==> src/rtl/flow_pkg.sv <==
// Shared types and constants for the flowing-LED rate controller.
package flow_pkg;

  localparam int SPEED_W      = 2;
  localparam int NUM_SPEEDS   = 4;
  localparam int BOUNCE_STEPS = 7;

  // Debouncer FSM states
  typedef enum logic [1:0] {
    IDLE      = 2'd0,
    CHK_PRESS = 2'd1,
    HELD      = 2'd2,
    CHK_REL   = 2'd3
  } deb_state_t;

  // Terminal count of the period counter for a given speed: (base >> speed) - 1
  function automatic int period_last(input int base, input logic [SPEED_W-1:0] spd);
    return (base >> spd) - 32'sd1;
  endfunction

endpackage

==> src/rtl/btn_debounce.sv <==
// Debouncer for one synchronized push-button. Emits a registered one-cycle
// press pulse once the input has held high for DEB_CYCLES cycles; release is
// filtered the same way but produces no pulse.
module btn_debounce
  import flow_pkg::*;
#(
  parameter int DEB_CYCLES = 2_000_000
) (
  input  logic clk,
  input  logic rst_n,
  input  logic raw,
  output logic press
);

  localparam int CW = (DEB_CYCLES > 1) ? $clog2(DEB_CYCLES) : 1;
  localparam logic [CW-1:0] CNT_LAST = CW'(DEB_CYCLES - 1);

  deb_state_t    state_r, state_s;
  logic [CW-1:0] cnt_r, cnt_s;
  logic          press_r, press_s;

  // Next-state, stability counter and press-pulse decode
  always_comb begin
    state_s = state_r;
    cnt_s   = cnt_r;
    press_s = 1'b0;
    case (state_r)
      IDLE: begin
        cnt_s = '0;
        if (raw) begin
          state_s = CHK_PRESS;
        end else begin
          state_s = IDLE;
        end
      end
      CHK_PRESS: begin
        if (!raw) begin
          state_s = IDLE;
          cnt_s   = '0;
        end else if (cnt_r == CNT_LAST) begin
          state_s = HELD;
          cnt_s   = '0;
          press_s = 1'b1;
        end else begin
          cnt_s = cnt_r + CW'(1);
        end
      end
      HELD: begin
        cnt_s = '0;
        if (!raw) begin
          state_s = CHK_REL;
        end else begin
          state_s = HELD;
        end
      end
      CHK_REL: begin
        if (raw) begin
          state_s = HELD;
          cnt_s   = '0;
        end else if (cnt_r == CNT_LAST) begin
          state_s = IDLE;
          cnt_s   = '0;
        end else begin
          cnt_s = cnt_r + CW'(1);
        end
      end
      default: begin
        state_s = IDLE;
        cnt_s   = '0;
      end
    endcase
  end

  // State, counter and press pulse registers
  always_ff @(posedge clk) begin
    if (!rst_n) begin
      state_r <= IDLE;
      cnt_r   <= '0;
      press_r <= 1'b0;
    end else begin
      state_r <= state_s;
      cnt_r   <= cnt_s;
      press_r <= press_s;
    end
  end

  assign press = press_r;

endmodule

==> src/rtl/flow_rate_ctrl.sv <==
// Control-side producer for the flowing-LED shifter: debounced direction
// toggle, four step rates, pause/resume and a one-cycle step pulse.
// Optional macro FLOW_BOUNCE_DIR_EN: dir reverses automatically every
// BOUNCE_STEPS step pulses so the LED bounces end to end.
module flow_rate_ctrl
  import flow_pkg::*;
#(
  parameter int DEB_CYCLES  = 2_000_000,
  parameter int BASE_PERIOD = 50_000_000,
  parameter int CNT_W       = 26
) (
  input  logic               clk,
  input  logic               rst_n,
  input  logic               btn_dir,
  input  logic               btn_up,
  input  logic               btn_down,
  input  logic               pause_sw,
  output logic               dir,
  output logic               clk_bps,
  output logic [SPEED_W-1:0] speed
);

  localparam logic [SPEED_W-1:0] SPEED_MAX = SPEED_W'(NUM_SPEEDS - 1);

  // Bit order: {pause, down, up, dir}
  logic [3:0] sync1_r, sync2_r;
  logic       dir_press_s, up_press_s, down_press_s, pause_s;

  logic [SPEED_W-1:0] speed_r, speed_nxt_s;
  logic               speed_chg_s;
  logic [CNT_W-1:0]   cnt_r, cnt_nxt_s, period_last_s;
  logic               clk_bps_r, bps_nxt_s;
  logic               dir_r, dir_nxt_s;

`ifdef FLOW_BOUNCE_DIR_EN
  localparam logic [2:0] BOUNCE_LAST = 3'(BOUNCE_STEPS - 1);
  logic [2:0] bounce_r, bounce_nxt_s;
`endif

  // Two-flop synchronizer for all raw inputs
  always_ff @(posedge clk) begin
    if (!rst_n) begin
      sync1_r <= 4'b0000;
      sync2_r <= 4'b0000;
    end else begin
      sync1_r <= {pause_sw, btn_down, btn_up, btn_dir};
      sync2_r <= sync1_r;
    end
  end

  assign pause_s = sync2_r[3];

  btn_debounce #(.DEB_CYCLES(DEB_CYCLES)) u_deb_dir (
    .clk(clk), .rst_n(rst_n), .raw(sync2_r[0]), .press(dir_press_s)
  );
  btn_debounce #(.DEB_CYCLES(DEB_CYCLES)) u_deb_up (
    .clk(clk), .rst_n(rst_n), .raw(sync2_r[1]), .press(up_press_s)
  );
  btn_debounce #(.DEB_CYCLES(DEB_CYCLES)) u_deb_down (
    .clk(clk), .rst_n(rst_n), .raw(sync2_r[2]), .press(down_press_s)
  );

  // Saturating speed update; simultaneous up and down cancel
  always_comb begin
    speed_nxt_s = speed_r;
    if (up_press_s && !down_press_s) begin
      if (speed_r != SPEED_MAX) begin
        speed_nxt_s = speed_r + 2'd1;
      end else begin
        speed_nxt_s = speed_r;
      end
    end else if (down_press_s && !up_press_s) begin
      if (speed_r != 2'd0) begin
        speed_nxt_s = speed_r - 2'd1;
      end else begin
        speed_nxt_s = speed_r;
      end
    end else begin
      speed_nxt_s = speed_r;
    end
  end

  assign speed_chg_s   = (speed_nxt_s != speed_r);
  assign period_last_s = CNT_W'(period_last(BASE_PERIOD, speed_r));

  // Period counter and step pulse; a speed change restarts the period
  always_comb begin
    cnt_nxt_s = cnt_r;
    bps_nxt_s = 1'b0;
    if (speed_chg_s) begin
      cnt_nxt_s = '0;
    end else if (pause_s) begin
      cnt_nxt_s = cnt_r;
    end else if (cnt_r >= period_last_s) begin
      cnt_nxt_s = '0;
      bps_nxt_s = 1'b1;
    end else begin
      cnt_nxt_s = cnt_r + CNT_W'(1);
    end
  end

  // Direction toggle from the button (and auto-bounce when enabled)
  always_comb begin
    dir_nxt_s = dir_r;
`ifdef FLOW_BOUNCE_DIR_EN
    bounce_nxt_s = bounce_r;
    if (dir_press_s) begin
      dir_nxt_s    = ~dir_r;
      bounce_nxt_s = 3'd0;
    end else if (clk_bps_r) begin
      if (bounce_r == BOUNCE_LAST) begin
        dir_nxt_s    = ~dir_r;
        bounce_nxt_s = 3'd0;
      end else begin
        bounce_nxt_s = bounce_r + 3'd1;
      end
    end else begin
      bounce_nxt_s = bounce_r;
    end
`else
    if (dir_press_s) begin
      dir_nxt_s = ~dir_r;
    end else begin
      dir_nxt_s = dir_r;
    end
`endif
  end

  // Speed, period, pulse and direction registers
  always_ff @(posedge clk) begin
    if (!rst_n) begin
      speed_r   <= 2'd0;
      cnt_r     <= '0;
      clk_bps_r <= 1'b0;
      dir_r     <= 1'b0;
    end else begin
      speed_r   <= speed_nxt_s;
      cnt_r     <= cnt_nxt_s;
      clk_bps_r <= bps_nxt_s;
      dir_r     <= dir_nxt_s;
    end
  end

`ifdef FLOW_BOUNCE_DIR_EN
  // Auto-bounce step counter
  always_ff @(posedge clk) begin
    if (!rst_n) begin
      bounce_r <= 3'd0;
    end else begin
      bounce_r <= bounce_nxt_s;
    end
  end
`endif

  assign dir     = dir_r;
  assign clk_bps = clk_bps_r;
  assign speed   = speed_r;

endmodule

==> config.mk <==
export PLATFORM = sky130hd
export DESIGN_NAME = flow_rate_ctrl
export DESIGN_NICKNAME = d
export VERILOG_FILES = /design/src/rtl/flow_pkg.sv /design/src/rtl/btn_debounce.sv /design/src/rtl/flow_rate_ctrl.sv
export SDC_FILE = /design/constraint.sdc
export NUM_CORES = 1
export LEC_CHECK = 0
export CORE_UTILIZATION = 60
export CTS_BUF_LIST = sky130_fd_sc_hd__clkbuf_4 sky130_fd_sc_hd__clkbuf_8
export DETAILED_ROUTE_END_ITERATION = 16
export PLACE_DENSITY = 0.77
export SETUP_SLACK_MARGIN = 0.5
export SYNTH_ARGS = -nofsm -noshare
export SYNTH_HDL_FRONTEND = slang
export SYNTH_SLANG_ARGS = --single-unit
==> constraint.sdc <==
create_clock -name clk -period 2.9 [get_ports clk]
set_input_delay 0.29 -clock clk [delete_from_list [all_inputs] [get_ports clk]]
set_output_delay 0.29 -clock clk [all_outputs]
set_load 0.05 [all_outputs]
== Word-level counts from Yosys, hierarchy flattened ==
Cells that the tools add are included.

* Register bits after elaboration: 110
* Logic and storage cells: 107

* Add/subtract/negate cells: 7
* Order comparisons: 1
* Equality and inequality tests: 20
* Shift operators: 1
* Muxes and demuxes: 42
* Bitwise operators: 2
* Reductions and logical operators: 19

{| class="wikitable"
|+ Operator list
! operator !! number
|-
| two-way mux 21 bit || 9
|-
| one-hot mux 21 bit (3 select lines) || 3
|-
| adder 21 x 1 -> 21 bit (second input constant) || 3
|-
| equality test 21 bit (second input constant) || 3
|-
| two-way mux 2 bit || 16
|-
| adder 26 x 1 -> 26 bit (second input constant) || 1
|-
| greater-or-equal comparator 26 bit || 1
|-
| two-way mux 26 bit || 1
|-
| right shift 26 x 2 -> 26 bit (first input constant) || 1
|-
| subtractor 26 x 2 -> 26 bit (second input constant) || 1
|-
| one-hot mux 2 bit (4 select lines) || 3
|-
| != test 3 x 2 -> 1 bit (second input constant) || 6
|-
| equality test 2 bit (second input constant) || 6
|-
| two-way mux 1 bit || 10
|-
| AND reduction 3 bit || 3
|-
| OR reduction 2 bit || 4
|-
| equality test 2 x 1 -> 1 bit (second input constant) || 3
|-
| logical NOT 2 bit || 3
|-
| AND reduction 2 bit || 3
|-
| OR reduction 3 bit || 1
|-
| adder 2 x 1 -> 2 bit (second input constant) || 1
|-
| logical AND 1 bit || 2
|-
| logical NOT 1 bit || 2
|-
| != test 2 bit || 1
|-
| other kinds (4) || 5
|}

== Depth between registers and ports, before layout ==
* Word-level depth: 6
* Depth in mapped cells: 10
* Gate-level depth less buffers: 9

== By module ==
Synthesis repeated with hierarchy kept, for this count alone.

* Cell total of the unflattened synthesis: 623
* Area total of the unflattened synthesis: 5,664.2 sq um

{| class="wikitable"
|+ By module, submodules not included
! module !! instances !! cells each !! area an instance (sq um) !! sequential area each (sq um)
|-
| btn_debounce || 3 || 124 || 1,111.1 || 480.5
|-
| flow_rate_ctrl || 1 || 251 || 2,331.0 || 760.7
|}

== Least setup slack after synthesis ==
OpenSTA, ideal clock, no wires.

* Kind: reg-to-reg
* Start point: reg speed_r[1] (netlist: speed[1])
* End point: reg cnt_r[1]
* Setup time: 80 ps
* Arrival: 2,407 ps
* Data required time: 2,820 ps
* Setup slack: 413 ps
* Cell stages (with the launch flop): 11
* Buffers on the path: 1
* Period minus slack after synthesis: 2,487 ps
* Cell sequence: dfxtp_1 inv_1 nand2_1 inv_1 ha_1 a21oi_1 o21ai_0 a311oi_1 o221ai_2 buf_2 nor3b_1

* Word-level cells in the longest chain between the ends: 6
* Elaborated cells on any way between the ends: 14

{| class="wikitable"
|+ RTL lines
! element !! line !! RTL
|-
| start, declared || flow_rate_ctrl.sv:29 || <nowiki>logic [SPEED_W-1:0] speed_r, speed_nxt_s;</nowiki>
|-
| start signal, assigned || flow_rate_ctrl.sv:137 || <nowiki>speed_r <= speed_nxt_s;</nowiki>
|-
| branches (longest 6 deep; another with subtractor 26 x 2 -> 26 bit) || - ||
|-
| end signal, assigned || flow_rate_ctrl.sv:138 || <nowiki>cnt_r <= cnt_nxt_s;</nowiki>
|-
| end, declared || flow_rate_ctrl.sv:31 || <nowiki>logic [CNT_W-1:0] cnt_r, cnt_nxt_s, period_last_s;</nowiki>
|}

Several ways; the timed one is not identified.
A chain may end at the register's enable or synchronous reset.

== Final worst setup path ==
* Start point: reg speed_r[0] (netlist: speed[0])
* End point: reg clk_bps_r (netlist: clk_bps)

* Word-level cells in the longest chain between the ends: 6
* Elaborated cells on any way between the ends: 14

{| class="wikitable"
|+ RTL lines
! element !! line !! RTL
|-
| branches (longest 6 deep; another with subtractor 26 x 2 -> 26 bit) || - ||
|-
| end signal, assigned || flow_rate_ctrl.sv:139 || <nowiki>clk_bps_r <= bps_nxt_s;</nowiki>
|-
| end, declared || flow_rate_ctrl.sv:32 || <nowiki>logic clk_bps_r, bps_nxt_s;</nowiki>
|}

Several ways; the timed one is not identified.

==> impl_metrics.yaml <==
yosys:
  yosysWarnings: 0
  avgSynthCellArea_um2: 8.83
  ys_seq_area_share_pct: 42.1
  synth.distinct_cells: 48
  yosysMostFrequentCell: "dfxtp_1"
  synth-edff-count: 0
  yosysTopAreaCellShare_pct: 42.1
  synth_area_um2: 5230
  synth_cells: 592
  ys_top_cells_by_count: "110 x dfxtp_1, 91 x nor2_1, 53 x nand2_1"
  synth_top_area_cell: "dfxtp_1"
  synthArstFlopShare_pct: 0
  ys_seq_elements: 110
  netlist_top_cells_area: "dfxtp_1 42%, xor2_1 8.5%, nor2_1 6.5%"
  ys.flop_type: "dfxtp_1"
power:
  leakage_nw: 2.08
  vdd.ir_drop.worst_uv: 265
  p_per_area_nw_per_um2: 431
  totalPowerFinal_mw: 2.46
setup_path:
  cp.arrival_ns: 2.65
  rrSetupSlack_ns: 0.57
  required_ns: 3.22
  reg2reg_from: "speed[0]"
  cp-end-kind: "flop"
  startpoint_type: "flop"
  r2r-end: "clk_bps"
  ff2ff_path_depth: 9
  path_class: "flop to flop"
  worstPathMaxFanout: 14
clock_network:
  worstSkewPairLatency_ns: 0.37
  cts_hold_buf: 0
  clock_sinks: 110
  clk_path_buf_depth: 2
  cts_root_buf: "clkbuf_8"
  cts_tree: "done"
  h-tree-depth: 3
  cts_buffers: 9
  clk_pin_slew_worst_paths_ns: 0.11
floorplan:
  coreArea_um2: 8340
  row_count: 33
  initial_core_util_pct: 62.7
  die_h_um: 95.3
  fp.dieW_um: 95.3
  dieArea_um2: 9090
  ioPinCount: 10
drt:
  drt_wl_total_um: 9660
  vias_per_cell: 5.56
  vias: 3978
  wire_per_inst_um: 13.5
  antenna_left: 0
  drt_first_pass_iters: 4
  drt_iter0_drc: 122
  drc: 0
timing:
  timing.final.hold_violations: 0
  period_needed_ns: 2.33
  timing.fmax_mhz: 429
  slew_headroom_pct: 53.9
  drv_slew: 0
  finalCritPeriodShare_pct: 80.4
  worstMarginPinSlew_ns: 0.687
  rsz0062_at_grt: "no"
  setup_viol: 0
  fin_skew_ns: 0.0110
  fin_tns_setup_ns: 0
worst_hold_path:
  min_path_cells: 1
  hold_end: "sync2_r[0]"
  hold_path_class: "flop to flop"
  hold_start: "sync1_r[0]"
finish:
  drive_gt1_share_pct: 6.39
  antenna-diode-count: 0
  instances_no_fill: 715
  areaGrowthSynthToFinish_pct: 9.19
  fin_util_pct: 68.4
  layout.nets: 634
global_route:
  grt_overflow: 0
  grt_pass1_wl_um: 16400
  grt_pass1_vias: 3721
  grt.total_usage_pct: 23.0
  grt_max_degree: 21
  antenna_found_initial: 0
flow_run:
  maxCapViolCount: 0
place:
  gp_congestion: 0.845
  port_buffers: 9
  dp_cells: 695
  post-dp-hpwl_um: 6630
outcome:
  status: "finished, final reports clean"
==> routing by layer <==
metal	global-route usage (%)	wire, um
met1	28.9	4490
met2	38.8	4630
met3	4.47	330
met4	8.96	207
met5	0	0
==> worst max-delay path: stages, from the launching register on <==
cell,delay (ns)
dfxtp_4,0.38
inv_1,0.12
nand2_1,0.13
ha_1,0.34
nand4b_1,0.17
nor2_1,0.20
nand4b_1,0.34
o221ai_4,0.30
buf_12,0.18
and2_1,0.12
==> kinds of logic (layout without fill, tap and decap cells) <==
| group | after synthesis | count (layout) | synth area share [%] |
|---|---|---|---|
| compound gates | 29 | 30 | 3.78 |
| xor+xnor | 86 | 86 | 14.4 |
| fa+ha+maj | 23 | 23 | 5.51 |
| buf+inv | 32 | 47 | 2.49 |
| flops | 110 | 110 | 42.1 |
| mux | 4 | 4 | 0.766 |
| other cells | 2 | 4 | 0.144 |
| simple gates | 306 | 306 | 30.8 |
==> sequential cells by signal (all words and copies together) (netlist names), named ones only <==
| register | flops |
|---|---|
| u_deb_up.press | 1 |
| clk_bps | 1 |
| u_deb_down.state_r | 1 |
| u_deb_dir.press | 1 |
| u_deb_down.cnt_r | 21 |
| u_deb_dir.state_r | 1 |
| u_deb_dir.cnt_r | 21 |
| sync1_r | 4 |
| u_deb_up.cnt_r | 21 |
| u_deb_up.state_r | 1 |
| dir | 1 |
| sync2_r | 4 |
| speed | 2 |
| cnt_r | 26 |
| u_deb_down.press | 1 |
==> through the flow <==
| step | worst slack (ns) | instance area, um2 | hold WS, ns |
|---|---|---|---|
| 2_1_floorplan | 0.654 | 5240 | 0.412 |
| 3_3_place_gp | 0.296 | 5410 | 0.419 |
| 3_5_place_dp | 0.156 | 5410 | 0.419 |
| 4_1_cts | 0.528 | 5650 | 0.451 |
| 5_1_grt | 0.414 | 5710 | 0.466 |
| 6_report | 0.569 | 5710 | 0.445 |
==> report_power, final <==
group / switching, mW / total, mW / internal, mW
sequential: 0.0107 / 1.53 / 1.52
combinational: 0.0213 / 0.0458 / 0.0245
clock: 0.551 / 0.882 / 0.331
==> cells in the final DEF, fill, tap and decap left out, types with 5 or more instances in the layout <==
master | Yosys | final
nor3b_1 | 12 | 11
ha_1 | 23 | 23
and3_1 | 15 | 15
clkdlybuf4s50_1 | 0 | 9
nor4b_1 | 5 | 5
nand4_1 | 18 | 18
nand2_1 | 53 | 53
inv_1 | 16 | 15
and4_1 | 10 | 10
nor2_1 | 91 | 91
xnor2_1 | 35 | 35
nor4_1 | 9 | 9
nor3_1 | 17 | 16
xor2_1 | 51 | 51
nand3_1 | 41 | 41
a21oi_1 | 10 | 10
clkbuf_8 | 0 | 9
nor2b_1 | 5 | 5
o21ai_0 | 6 | 6
and2_1 | 12 | 12
dfxtp_1 | 110 | 108
==> cell type report <==
class | count | area, um2
Sequential cell | 110 | 2210
Multi-Input combinational cell | 453 | 2960
Clock inverter | 7 | 66.3
Tap cell | 105 | 131
Inverter | 16 | 60.1
Timing Repair Buffer | 15 | 160
Fill cell | 673 | 2630
Clock buffer | 9 | 124
==> how the worst max path moves through the flow <==
stage               startpoint         to  cells past startpoint
finish                speed[0]    clk_bps                      9
global route          speed[0]    clk_bps                      9
CTS                   speed[0]   cnt_r[2]                     10
detailed placement    speed[0]  cnt_r[15]                      8
global placement      speed[1]    clk_bps                      9
floorplan             speed[1]   cnt_r[1]                     10
==> what timing repair did <==
| item | CTS | global route |
|---|---|---|
| endpoints found under the setup margin | 27 | 27 |
| buffers inserted | 1 | 2 |
| resized for setup | 3 | 5 |
| gates cloned | 1 | 0 |
| pin swaps | 2 | 2 |
Note: power is estimated with default switching activity, not from simulation.
